File: src/rtl/codificador_de_inmediato.sv
// codificador_de_inmediato: turns a 32-bit constant plus a destination register
// into the shortest RV32I sequence that loads it (ADDI, LUI, or LUI+ADDI).
// The upper part is rounded so that LUI+ADDI with a sign-extended 12-bit
// immediate reconstructs the constant exactly.
// Optional feature: define CODIF_CONTADOR_EN to add the 16-bit saturating
// counter 'pares' of constants that needed a LUI+ADDI pair.
module codificador_de_inmediato #(
  parameter logic [6:0] OPC_LUI   = 7'b0110111,
  parameter logic [6:0] OPC_OPIMM = 7'b0010011
) (
  input  logic        clk,
  input  logic        rst_n,
  input  logic        in_valid,
  output logic        in_ready,
  input  logic [31:0] valor,
  input  logic [4:0]  rd,
  output logic        out_valid,
  input  logic        out_ready,
  output logic [31:0] instr,
`ifdef CODIF_CONTADOR_EN
  output logic [15:0] pares,
`endif
  output logic        ultimo
);

  typedef enum logic [1:0] {IDLE, EMIT_LUI, EMIT_ADDI} state_t;

  state_t      state_reg, state_next;
  logic [31:0] instr_reg, instr_next;
  logic        ultimo_reg, ultimo_next;
  logic        out_valid_reg, out_valid_next;
  logic [4:0]  rd_reg, rd_next;
  logic [11:0] lo_reg, lo_next;
  logic        need_addi_reg, need_addi_next;

  // Upper field rounded up when the low part will be sign-extended negative;
  // the carry out of bit 19 is dropped on purpose (wraps like the hardware).
  logic [19:0] hi_calc;
  logic [11:0] lo_calc;
  logic        accept;

  assign lo_calc = valor[11:0];
  assign hi_calc = valor[31:12] + {19'd0, valor[11]};
  assign in_ready = (state_reg == IDLE);
  assign accept = in_valid && in_ready;

  // Next-state and next-output logic; everything holds unless a handshake occurs.
  always_comb begin
    state_next     = state_reg;
    instr_next     = instr_reg;
    ultimo_next    = ultimo_reg;
    out_valid_next = out_valid_reg;
    rd_next        = rd_reg;
    lo_next        = lo_reg;
    need_addi_next = need_addi_reg;
    case (state_reg)
      IDLE: begin
        if (in_valid) begin
          rd_next        = rd;
          lo_next        = lo_calc;
          out_valid_next = 1'b1;
          if (hi_calc == 20'd0) begin
            state_next     = EMIT_ADDI;
            instr_next     = {lo_calc, 5'd0, 3'b000, rd, OPC_OPIMM};
            ultimo_next    = 1'b1;
            need_addi_next = 1'b0;
          end else begin
            state_next     = EMIT_LUI;
            instr_next     = {hi_calc, rd, OPC_LUI};
            need_addi_next = (lo_calc != 12'd0);
            ultimo_next    = (lo_calc == 12'd0);
          end
        end
      end
      EMIT_LUI: begin
        if (out_ready) begin
          if (need_addi_reg) begin
            state_next  = EMIT_ADDI;
            instr_next  = {lo_reg, rd_reg, 3'b000, rd_reg, OPC_OPIMM};
            ultimo_next = 1'b1;
          end else begin
            state_next     = IDLE;
            out_valid_next = 1'b0;
            ultimo_next    = 1'b0;
          end
        end
      end
      EMIT_ADDI: begin
        if (out_ready) begin
          state_next     = IDLE;
          out_valid_next = 1'b0;
          ultimo_next    = 1'b0;
        end
      end
      default: begin
        state_next     = IDLE;
        out_valid_next = 1'b0;
        ultimo_next    = 1'b0;
      end
    endcase
  end

  // State and output registers; reset drops any pending word immediately.
  always_ff @(posedge clk or negedge rst_n) begin
    if (!rst_n) begin
      state_reg     <= IDLE;
      instr_reg     <= 32'h0;
      ultimo_reg    <= 1'b0;
      out_valid_reg <= 1'b0;
      rd_reg        <= 5'd0;
      lo_reg        <= 12'd0;
      need_addi_reg <= 1'b0;
    end else begin
      state_reg     <= state_next;
      instr_reg     <= instr_next;
      ultimo_reg    <= ultimo_next;
      out_valid_reg <= out_valid_next;
      rd_reg        <= rd_next;
      lo_reg        <= lo_next;
      need_addi_reg <= need_addi_next;
    end
  end

  assign instr     = instr_reg;
  assign ultimo    = ultimo_reg;
  assign out_valid = out_valid_reg;

`ifdef CODIF_CONTADOR_EN
  logic [15:0] pares_reg;

  // Count accepted constants that need both LUI and ADDI, saturating.
  always_ff @(posedge clk or negedge rst_n) begin
    if (!rst_n) begin
      pares_reg <= 16'd0;
    end else if (accept && (hi_calc != 20'd0) && (lo_calc != 12'd0)
                 && (pares_reg != 16'hFFFF)) begin
      pares_reg <= pares_reg + 16'd1;
    end
  end

  assign pares = pares_reg;
`else
  logic unused_accept;
  assign unused_accept = accept;
`endif

endmodule

File: config.mk
export PLATFORM = sky130hd
export DESIGN_NAME = codificador_de_inmediato
export DESIGN_NICKNAME = d
export VERILOG_FILES = /design/src/rtl/codificador_de_inmediato.sv
export SDC_FILE = /design/constraint.sdc
export NUM_CORES = 1
export LEC_CHECK = 0
export ABC_AREA = 1
export CAP_MARGIN = 20
export CORE_UTILIZATION = 49
export DETAILED_ROUTE_END_ITERATION = 6
export GPL_ROUTABILITY_DRIVEN = 0
export PLACE_DENSITY = 0.81
export SLEW_MARGIN = 20
export SYNTH_ARGS = -nofsm -noshare
export SYNTH_HDL_FRONTEND = slang
export SYNTH_SLANG_ARGS = --single-unit
File: constraint.sdc
create_clock -name clk -period 1.85 [get_ports clk]
set_input_delay 0.185 -clock clk [delete_from_list [all_inputs] [get_ports clk]]
set_output_delay 0.185 -clock clk [all_outputs]
set_load 0.005 [all_outputs]
## Yosys cells after proc, flatten, opt, wreduce, memory -nomap -nowiden

Index checks and enable logic that the tools add are counted.

- $add $sub $neg: 1
- Multiply operators: 0
- Div/mod/pow operators: 0
- Magnitude comparators: 0
- Equal/unequal tests: 7
- Shift operators: 0
- Muxes and demuxes: 22
- Bitwise logic cells: 0
- Reductions and logical operators: 9

Operators with widths:

| operator | number |
|---|---|
| $mux 32 | 4 |
| $pmux 32 s2 | 1 |
| $add 20x1->20 | 1 |
| $logic_not 20->1 | 1 |
| $logic_not 12->1 | 1 |
| $reduce_bool 12->1 | 1 |
| $mux 2 | 5 |
| $ne 2x2->1 const B | 5 |
| $mux 1 | 9 |
| $reduce_and 4->1 | 2 |
| $pmux 1 s3 | 2 |
| $pmux 2 s3 | 1 |
| $reduce_and 3->1 | 1 |
| $eq 2x1->1 const B | 1 |
| $eq 2x2->1 const B | 1 |
| $logic_not 2->1 | 1 |
| $reduce_and 2->1 | 1 |
| $reduce_bool 2->1 | 1 |

- Register bits: 54
- Latch bits: 0
- Memory bits (writable): 0
- Bits in read-only memories: 0
- Input bits: 41
- Output and inout bits: 35
- Logic and storage cells: 46
- Memories kept: 0

## Depth between registers and ports, before layout

Gate-level depths: netlist (run 1).

- Word-level depth: 5
- Depth in mapped cells: 16
- Depth with buffers taken out: 15

## Worst setup path after synthesis (run 1)

OpenSTA, ideal clock, no wires.

- Path kind: in2reg
- Start: in valor[11]
- End: reg instr_reg[14], in the netlist instr[14]
- Library setup time: 0.129 ns
- Data arrival time: 1.738 ns
- Data required time: 1.721 ns
- Slack: -0.017 ns
- Stages: 14
- Buffers on the path: 1
- Cells stage by stage: ha_1 -> ha_1 -> nand3_1 -> nor2_2 -> nand3_1 -> nand2_1 -> nand2_1 -> nor2_1 -> nand2_1 -> nor2_4 -> nand3_2 -> buf_6 -> nand2_1 -> o21ai_0

- Cells in the longest elaborated chain, start to end: 5

RTL lines:

| what | RTL line | source |
|---|---|---|
| start: declaration | 15 | `input logic [31:0] valor,` |
| $add 20x1->20 (*) | 43 | `assign hi_calc = valor[31:12] + {19'd0, valor[11]};` |
| $logic_not 20->1 | 62 | `if (hi_calc == 20'd0) begin` |
| $mux 32 (*) | 62 |  |
| $mux 32 (*) | 58 | `if (in_valid) begin` |
| $pmux 32 s2 (*) | 56 | `case (state_reg)` |
| end signal: assignment | 115 | `instr_reg <= instr_next;` |
| end: declaration | 29 | `logic [31:0] instr_reg, instr_next;` |

Every way passes the cells marked *; elsewhere a longest branch is shown, timed or not. The select of a mux whose other input is x is not followed.
A chain may end at the register's enable or synchronous reset.

## Final worst setup path (run 1)

- Start: in valor[11]
- End: reg instr_reg[24], in the netlist instr[24]

Same word-level chain as after synthesis.

==> impl_metrics.env, run 1 <==
export IMPL_status="completed"
export IMPL_multi_input_area_sq_um=1551
export IMPL_wl_microns=8621
export IMPL_cts_tree="done"
export IMPL_initial_core_util=0.5131
export IMPL_ys_ff_latch=49
export IMPL_antenna_found_initial=0
export IMPL_hold_class="in -> reg"
export IMPL_endpoint_kind="flop"
export IMPL_fin_nets=571
export IMPL_numCtsBuffers=5
export IMPL_clk_pin_slew_worst_paths_ns=0.09
export IMPL_ant_nets=0
export IMPL_syn_area_per_cell_sq_um=6.926
export IMPL_n_antenna_cell=0
export IMPL_drcViolationCount=0
export IMPL_synth_edf_count=0
export IMPL_cts_root_buffer="clkbuf_8"
export IMPL_critical_path_class="in -> reg"
export IMPL_cp_start_kind="input port"
export IMPL_worstPathRequired_ns=2.11
export IMPL_place_area_sq_um=3981
export IMPL_netlist_area_sq_um=2860
export IMPL_h_tree_depth=2
export IMPL_cts_sinks=49
export IMPL_seq_area_sq_um=1226
export IMPL_grt_use_total=0.2750
export IMPL_final_setup_skew_ns=0.01121
export IMPL_drt_pass1_iterations=5
export IMPL_synth_cell_types=27
export IMPL_worstPathArrival_ns=2.01
export IMPL_route_vias_total=3219
export IMPL_overflow=0
export IMPL_clk_path_buf_depth=2
export IMPL_grt_pass1_vias=2943
export IMPL_min_period_ns=1.752
export IMPL_core_area_sq_um=5574
export IMPL_p_leak_nw=2.181
export IMPL_rows=27
export IMPL_final_layout_size_suffix_gt1_frac=0.2042
export IMPL_grt_max_degree=25
export IMPL_drv_cap=0
export IMPL_worst_path_max_fanout=4
export IMPL_die_y_microns=78.40
export IMPL_fill_cells=397
export IMPL_ys_seq_area_frac=0.4287
export IMPL_syn_inst=413
export IMPL_setup_viol=0
export IMPL_routed_via_density=5.356
export IMPL_powerDensity_nw_per_um2=1244
export IMPL_final_cell_area_sq_um=4299
export IMPL_tightest_slew_ns=0.5288
export IMPL_largest_reg_flops=27
export IMPL_area_growth_pct=50.31
export IMPL_hold_ws_ns=0.2762
export IMPL_wire_per_inst_microns=14.34
export IMPL_synthFlopType="dfrtp_1"
export IMPL_slew_viol_final=0
export IMPL_pin_count=76
export IMPL_port_buffers=73
export IMPL_synth_warnings=0
export IMPL_async_flop_share=1.000
export IMPL_worst_skew_pair_late_latency_ns=0.31
export IMPL_first_iter_violations=214
export IMPL_max_freq_mhz=570.8
export IMPL_grt_pass1_wl_microns=13340
export IMPL_ir_drop_mv=0.8818
export IMPL_slew_headroom=0.6474
export IMPL_die_w_microns=78.40
export IMPL_fp_dieArea_sq_um=6147
export IMPL_final_period_utilization=0.9470
export IMPL_hold_viol_final=0
export IMPL_dp_hpwl_microns=5914
==> kinds of logic (layout without fill, tap and decap cells) <==
| logic type | after synthesis | count (layout) | share of synthesized area |
|---|---|---|---|
| fa+ha+maj | 2 | 2 | 0.008748 |
| xor+xnor | 5 | 5 | 0.01531 |
| buf+inv | 60 | 175 | 0.08793 |
| other cells | 1 | 2 | 0.001311 |
| simple gates | 256 | 256 | 0.3806 |
| flops | 49 | 49 | 0.4287 |
| compound gates | 40 | 40 | 0.07743 |
==> final cells by class <==
class | instances | area share
clock inverters | 3 | 0.01077
clock buffers | 5 | 0.01601
well taps | 72 | 0.02095
flip-flops and latches | 49 | 0.2852
inverters | 44 | 0.03842
multi-input cells | 305 | 0.3609
repair buffers | 123 | 0.2678
==> cells in the final DEF, fill, tap and decap left out, types with 3 or more instances in the layout <==
cell,n
nor2_1,41
o21ai_0,16
nand2_1,137
nand2_2,8
nor4_1,3
dlymetal6s2s_1,11
clkdlybuf4s50_1,53
inv_1,41
dlygate4sd2_1,4
o21ai_1,4
clkbuf_2,3
nand3_4,3
nor2_4,9
nand3_1,30
a21oi_1,12
dfrtp_1,49
nand4_1,10
clkbuf_8,5
o21ai_2,6
nor2_2,9
buf_4,47
==> stage by stage <==
stage                     setup TNS, ns  utilization  power (mW)  setup slack [ns]  cells
after detailed placement         -12.91       0.7143       4.467           -0.7030    588
after global routing            -0.3420       0.7713       5.725          -0.03908    601
after floorplan                       0            -       3.152           0.03381    414
final                                 0       0.7713       5.349           0.09801    601
after global placement           -11.46       0.7143       4.392           -0.6053    588
after CTS                             0       0.7432       5.287          0.001280    597
==> where the power goes <==
part	internal, mW	leakage, nW	switching (mW)
clock network	0.405	0.0543	0.384
logic	1.28	1.53	1.41
registers	1.59	0.596	0.282
total	3.28	2.18	2.07
==> what timing repair did <==
action / in CTS / in global routing
pin swaps: 5 / 17
setup endpoints to repair: 21 / 22
hold endpoints to repair: 22 / 0
cloned: 0 / 1
buffers inserted: 0 / 3
resized for setup: 19 / 47
hold buffers: 1 / 0
==> path summary, 6_finish.rpt <==
check / from / endpoint / slack [ns] / cells after the start
max: valor[11] / instr[24]$_DFFE_PN0P_ / 0.1 / 16
max reg2reg: state_reg[1]$_DFFE_PN0P_ / instr[30]$_DFFE_PN0P_ / 0.14 / 10
min reg2reg: instr[30]$_DFFE_PN0P_ / instr[30]$_DFFE_PN0P_ / 0.49 / 2
min: valor[12] / instr[12]$_DFFE_PN0P_ / 0.28 / 4
min in group asynchronous: rst_n / lo_reg[3]$_DFFE_PN0P_ / 0.37 / 2
max in group asynchronous: rst_n / lo_reg[2]$_DFFE_PN0P_ / 0.84 / 3
==> synthesized netlist by cell type (3+ instances only) <==
master	instances	share of area
nand2_1	144	0.19
nor2_1	50	0.066
dfrtp_1	49	0.43
inv_1	41	0.054
nand3_1	33	0.058
o21ai_0	20	0.035
a21oi_1	13	0.023
clkbuf_1	10	0.013
nand4_1	10	0.022
nor2_2	7	0.015
buf_4	5	0.013
o21ai_2	5	0.015
nor3_1	3	0.0052
nor4_1	3	0.0066
xor2_1	3	0.0092
==> metal layers <==
metal / vias up / global-route usage / wire (microns)
met1: 1529 / 0.3618 / 3666
li1: 1533 / - / -
met3: 17 / 0.04070 / 480
met4: 0 / 0.08148 / 136
met2: 140 / 0.4693 / 4336
met5: - / 0 / 0
==> critical path, cell delays in order <==
cell and delay (ns):
buf_4 0.11, ha_4 0.16, ha_4 0.17, nand2_2 0.07
nor2_4 0.17, nand3_4 0.11, nor2_2 0.09, nor2_1 0.06
nor2_1 0.11, nand2_1 0.10, nor2_4 0.16, nand3_4 0.12
clkbuf_16 0.17, o21ai_1 0.11, nand2_1 0.06, nand2_1 0.05
Note: power is estimated with default switching activity, not from simulation.
==> run 2: changes to the inputs <==
==> constraint.sdc (replaced) <==
create_clock -name clk -period 1.9 [get_ports clk]
set_input_delay 0.19 -clock clk [delete_from_list [all_inputs] [get_ports clk]]
set_output_delay 0.19 -clock clk [all_outputs]
set_load 0.1 [all_outputs]
==> run 2 against run 1 <==
Compared with the run above:
- sequential cell count unchanged
- critical path type unchanged
- count of clock-buffer cells in the layout is 1 higher
- non-clock buffer count grew 9
==> impl_metrics.env, run 2 (synthesized netlist as in run 1, its figures left out) <==
export IMPL_cts_tree="done"
export IMPL_endpoint_kind="flop"
export IMPL_setup_viol=0
export IMPL_area_growth_pct=51.79
export IMPL_n_antenna_cell=0
export IMPL_port_buffers=73
export IMPL_worst_path_max_fanout=7
export IMPL_dp_hpwl_microns=6053
export IMPL_antenna_found_initial=0
export IMPL_ir_drop_mv=1.631
export IMPL_crit_chain="clkbuf_4, ha_4, ha_4, nand3_2, nor2_4, xor2_1, nor2_1, nand3_1, nor2_4, nand3_4, buf_12, nand2_1, o21ai_2, nand2_1"
export IMPL_power_mw=7.488
export IMPL_ant_nets=0
export IMPL_cp_start_kind="input port"
export IMPL_final_period_utilization=0.9828
export IMPL_drv_cap=0
export IMPL_grt_pass1_vias=3166
export IMPL_place_ws_ns=-0.7634
export IMPL_grt_max_degree=27
export IMPL_route_vias_total=3369
export IMPL_fin_nets=580
export IMPL_grt_use_total=0.2959
export IMPL_worstPathRequired_ns=2.11
export IMPL_slew_headroom=0.5743
export IMPL_powerDensity_nw_per_um2=1725
export IMPL_fin_ws_ns=0.03268
export IMPL_die_y_microns=78.40
export IMPL_final_layout_size_suffix_gt1_frac=0.2937
export IMPL_worstPathArrival_ns=2.07
export IMPL_initial_core_util=0.5131
export IMPL_drt_pass1_iterations=5
export IMPL_cts_sinks=49
export IMPL_clk_pin_slew_worst_paths_ns=0.09
export IMPL_h_tree_depth=2
export IMPL_critical_path_class="in -> reg"
export IMPL_clk_path_buf_depth=2
export IMPL_slew_viol_final=0
export IMPL_wire_per_inst_microns=15.42
export IMPL_numCtsBuffers=5
export IMPL_p_leak_nw=2.279
export IMPL_cts_root_buffer="clkbuf_8"
export IMPL_min_path_cells=3
export IMPL_min_period_ns=1.867
export IMPL_status="completed"
export IMPL_slowest_delay_ns=0.34
export IMPL_routed_via_density=5.523
export IMPL_hold_viol_final=0
export IMPL_tightest_slew_ns=0.6386
export IMPL_drcViolationCount=0
export IMPL_hold_class="in -> reg"
export IMPL_max_freq_mhz=535.5
export IMPL_final_cell_mix="nand2_1, buf_4, dfrtp_1"
export IMPL_first_iter_violations=259
export IMPL_overflow=0
export IMPL_wl_microns=9406
export IMPL_pin_count=76
export IMPL_cp_slowest_cell="xor2_1"
export IMPL_worst_skew_pair_late_latency_ns=0.31
export IMPL_grt_pass1_wl_microns=14080
export IMPL_final_util=0.7789
export IMPL_final_common_cell="nand2_1"
export IMPL_rows=27
export IMPL_largest_reg_flops=27
export IMPL_hold_ws_ns=0.2779
export IMPL_die_w_microns=78.40
export IMPL_r2r_cells=11
export IMPL_core_area_sq_um=5574
export IMPL_final_setup_skew_ns=0.01086
export IMPL_fp_dieArea_sq_um=6147
-- run 2: cell count changes in the layout (fill, tap and decap cells not counted), moves of 3 or more --
cell | before | now
buf_4 | 47 | 85
nand2_2 | 8 | 11
nand2_1 | 137 | 133
nor2_1 | 41 | 38
clkdlybuf4s50_1 | 53 | 22
-- run 2: path summary, 6_finish.rpt --
check	from	endpoint	slack, ns
max	valor[11]	ultimo$_DFFE_PN0P_	0.03
min	valor[11]	lo_reg[11]$_DFFE_PN0P_	0.28
max reg2reg	state_reg[0]$_DFFE_PN0P_	instr[24]$_DFFE_PN0P_	0.16
min reg2reg	instr[30]$_DFFE_PN0P_	instr[30]$_DFFE_PN0P_	0.48
max in group asynchronous	rst_n	instr[12]$_DFFE_PN0P_	0.91
min in group asynchronous	rst_n	instr[28]$_DFFE_PN0P_	0.42
-- run 2: timing repair --
item | in CTS | in global routing
endpoints found under the hold margin | 25 | 0
resized for setup | 32 | 50
gates cloned | 1 | 0
endpoints found under the setup margin | 21 | 23
pin swaps | 13 | 17
buffers inserted | 8 | 1
hold buffers | 1 | 0
-- run 2: per-stage QoR --
step | cell area (sq um) | TNS (ns) | std cells
final | 4342 | 0 | 610
after global routing | 4342 | -0.3955 | 610
after CTS | 4228 | 0 | 609
after detailed placement | 3929 | -14.62 | 591
after global placement | 3929 | -12.42 | 591
after floorplan | 2873 | 0 | 414
-- run 2: final cells by class --
class                      instances  area (sq um)
multi-input combinational        305          1575
fill                             401          1232
sequential                        49          1226
timing repair buffer             132          1162
inverter                          44         167.7
tap                               72         90.09
clock buffer                       6         82.58
clock inverter                     2         37.54
-- run 2: power breakdown --
part | switching (mW) | internal, mW
clock network | 0.359 | 0.428
logic | 3.69 | 1.18
registers | 0.283 | 1.54
total | 4.34 | 3.15
-- run 2: critical path, delay by kind of cell --
kind | cells | cell delay (ns)
AOI/OAI and AO/OA | 1 | 0.12
xor gates and xnor gates | 1 | 0.34
adders and majority gates | 2 | 0.32
buffers and inverters | 2 | 0.29
and+or+nand+nor | 8 | 0.80
-- run 2: routing by layer --
layer,GRT usage,up-vias,part of all wire
li1,-,1541,-
met1,0.3542,1564,0.40
met2,0.5158,199,0.49
met3,0.05116,65,0.067
met4,0.1389,0,0.052
met5,0,-,0
==> run 3: changes to the inputs <==
--- a/config.mk
+++ b/config.mk
@@ -5,12 +5,13 @@
 export SDC_FILE = /design/constraint.sdc
 export NUM_CORES = 1
 export LEC_CHECK = 0
-export ABC_AREA = 1
 export CAP_MARGIN = 20
-export CORE_UTILIZATION = 49
+export CELL_PAD_IN_SITES_DETAIL_PLACEMENT = 0
+export CELL_PAD_IN_SITES_GLOBAL_PLACEMENT = 1
+export CORE_UTILIZATION = 31
 export DETAILED_ROUTE_END_ITERATION = 6
 export GPL_ROUTABILITY_DRIVEN = 0
-export PLACE_DENSITY = 0.81
+export PLACE_DENSITY_LB_ADDON = 0.1
 export SLEW_MARGIN = 20
 export SYNTH_ARGS = -nofsm -noshare
 export SYNTH_HDL_FRONTEND = slang
==> run 3 against run 2 <==
Compared with the run above:
- the run now ends with negative hold slack left
- core utilization fell by 31 points
- critical path depth shrank 5
- global-route usage shrank 11 points
- clock power is 20% lower
- cell count down 1.8%
- die area is 64% higher
- clock skew up 0.0063 ns
- sequential share of layout area is 0.19 points lower
- non-clock buffer count is 6 higher
- count of clock-buffer cells in the layout did not move
- critical endpoint is now instr[22]$_DFFE_PN0P_
==> impl_metrics.env, run 3 <==
export IMPL_status="finished, violations left"
export IMPL_drv_cap=0
export IMPL_hold_viol_final=20
export IMPL_p_int_mw=3.115
export IMPL_die_w_microns=100.4
export IMPL_grt_pass1_wl_microns=15150
export IMPL_yosysMostFrequentCell="nand2_1"
export IMPL_slew_headroom=0.5708
export IMPL_drt_pass1_iterations=5
export IMPL_routedLengthMet1_microns=4182
export IMPL_r2r_cells=6
export IMPL_slew_viol_final=0
export IMPL_final_common_cell="buf_4"
export IMPL_worstPathArrival_ns=2.06
export IMPL_route_vias_total=3019
export IMPL_ant_nets=0
export IMPL_grt_pass1_vias=3056
export IMPL_violations="negative hold slack"
export IMPL_cts_sinks=49
export IMPL_port_buffers=73
export IMPL_fp_dieArea_sq_um=10080
export IMPL_synth_top_area_cell="dfrtp_1"
export IMPL_top_layer="met4"
export IMPL_cts_root_buffer="clkbuf_8"
export IMPL_synth_area_leaders="dfrtp_1, nand2_1, xnor2_1"
export IMPL_async_flop_share=1.000
export IMPL_fin_nets=512
export IMPL_combPwrFrac=0.657
export IMPL_dp_hpwl_microns=6936
export IMPL_p_leak_nw=1.927
export IMPL_routed_wl_met2_microns=4407
export IMPL_worstPathRequired_ns=2.13
export IMPL_area_growth_pct=45.70
export IMPL_ys_ff_latch=49
export IMPL_max_freq_mhz=548.8
export IMPL_die_y_microns=100.4
export IMPL_rows=35
export IMPL_drcViolationCount=0
export IMPL_hold_class="in -> async"
export IMPL_hold_ws_ns=-0.01032
export IMPL_final_period_utilization=0.9591
export IMPL_clk_pin_slew_worst_paths_ns=0.11
export IMPL_final_cell_mix="buf_4, nand2_1, dfrtp_1"
export IMPL_clk_path_buf_depth=2
export IMPL_power_switching_mw=4.306
export IMPL_syn_area_per_cell_sq_um=8.476
export IMPL_p_seq_frac=0.258
export IMPL_grt_use_total=0.1906
export IMPL_numCtsBuffers=5
export IMPL_powerDensity_nw_per_um2=1697
export IMPL_ys_seq_area_frac=0.4087
export IMPL_overflow=0
export IMPL_sw_frac_of_total=0.5803
export IMPL_synth_common_cells="nand2_1, dfrtp_1, a21oi_1"
export IMPL_min_period_ns=1.822
export IMPL_netlist_area_sq_um=3000
export IMPL_ir_drop_mv=0.9667
export IMPL_worst_path_max_fanout=7
export IMPL_final_cell_area_sq_um=4372
export IMPL_h_tree_depth=2
export IMPL_routed_via_density=5.040
export IMPL_synth_cell_types=55
export IMPL_place_area_sq_um=4160
export IMPL_n_antenna_cell=0
export IMPL_ctsHoldBuffers=0
export IMPL_endpoint_kind="flop"
export IMPL_core_area_sq_um=9328
export IMPL_syn_inst=354
export IMPL_setup_tns_ns=0
export IMPL_cts_tree="done"
export IMPL_wire_per_inst_microns=15.09
export IMPL_critical_path_class="in -> reg"
export IMPL_grt_max_degree=50
export IMPL_tightest_slew_ns=0.6438
export IMPL_synth_warnings=0
export IMPL_initial_core_util=0.3217
export IMPL_worst_skew_pair_late_latency_ns=0.31
export IMPL_final_setup_skew_ns=0.01718
export IMPL_setup_viol=0
export IMPL_wl_met3_microns=344
export IMPL_final_layout_size_suffix_gt1_frac=0.3170
export IMPL_antenna_found_initial=0
export IMPL_netlist_area_leader_share=0.4087
export IMPL_fill_cells=952
export IMPL_pwr_share_clk=0.085
export IMPL_synth_edf_count=0
export IMPL_first_iter_violations=142
export IMPL_cp_start_kind="input port"
export IMPL_synthFlopType="dfrtp_1"
export IMPL_grt_setup_unrepaired="yes"
export IMPL_pin_count=76
export IMPL_wl_microns=9036
export IMPL_largest_reg_flops=27
-- run 3: cell types whose count changed in the layout (fill, tap and decap cells not counted), moves of 10 or more --
cell	before	now
o21ai_0	14	24
nand3_1	31	13
nor2_1	38	14
nand2_1	133	70
xnor2_1	0	16
o211ai_1	0	10
inv_1	41	6
nor2_4	11	1
a21oi_1	13	25
-- run 3: what timing repair did --
action | 4_1_cts | 5_1_grt
setup endpoints to repair | 17 | 17
setup buffers | 4 | 1
pin swaps | 11 | 22
resized for setup | 38 | 27
-- run 3: final cells by class --
type | count | area, sq um | area share
inverter | 6 | 22.52 | 0.005152
multi-input combinational | 269 | 1710 | 0.3912
clock buffer | 6 | 72.57 | 0.01660
sequential | 49 | 1226 | 0.2805
clock inverter | 2 | 15.01 | 0.003434
timing repair buffer | 138 | 1164 | 0.2662
tap | 129 | 161.4 | 0.03692
-- run 3: metal layers --
| metal | GRT usage | vias to the layer above |
|---|---|---|
| met2 | 0.3319 | 76 |
| met3 | 0.03343 | 8 |
| li1 | - | 1484 |
| met4 | 0.03233 | 0 |
| met1 | 0.2503 | 1451 |
| met5 | 0 | - |
-- run 3: cell families after synthesis --
kind of cell | count (synthesis) | synth area share
xor+xnor | 19 | 0.05546
simple gates | 146 | 0.2481
buf+inv | 37 | 0.06047
flops | 49 | 0.4087
fa+ha+maj | 2 | 0.008339
other cells | 1 | 0.001250
compound gates | 100 | 0.2177
-- run 3: worst max-delay path, stage by stage --
cell      delay [ns]
buf_8           0.10
ha_4            0.16
and3_4          0.14
or3_1           0.31
a211o_1         0.31
a211oi_4        0.29
nand4_4         0.25
buf_6           0.20
o21ai_1         0.11
-- run 3: per-stage QoR --
stage	setup slack, ns	util	total power [mW]	hold WS [ns]	cells
floorplan	-0.03084	-	5.500	-0.1056	355
global placement	-0.6212	0.4460	6.761	0.3443	586
detailed placement	-0.7031	0.4460	6.776	0.3422	586
CTS	0.002803	0.4625	7.442	0.01496	598
global route	-0.006044	0.4687	7.870	0.04332	599
finish	0.07777	0.4687	7.421	-0.01032	599
-- run 3: path summary, 6_finish.rpt --
| kind | slack, ns | to | startpoint |
|---|---|---|---|
| max reg2reg | 0.18 | instr[9]$_DFFE_PN0P_ | state_reg[0]$_DFFE_PN0P_ |
| max in group asynchronous | 1.48 | lo_reg[3]$_DFFE_PN0P_ | rst_n |
| min reg2reg | 0.49 | rd_reg[0]$_DFFE_PN0P_ | rd_reg[0]$_DFFE_PN0P_ |
| min | -0.01 | lo_reg[7]$_DFFE_PN0P_ | rst_n |
| min in group clk | 0.23 | instr[12]$_DFFE_PN0P_ | valor[12] |
| max | 0.08 | instr[22]$_DFFE_PN0P_ | valor[11] |
-- run 3: power groups by stage --
stage	sequential [mW]	combinational (mW)	clock, mW
3_3_place_gp	1.93	4.83	0
6_report	1.92	4.88	0.629
3_5_place_dp	1.93	4.85	0
5_1_grt	1.98	5.20	0.682
2_1_floorplan	3.90	1.60	0
4_1_cts	1.91	4.88	0.652
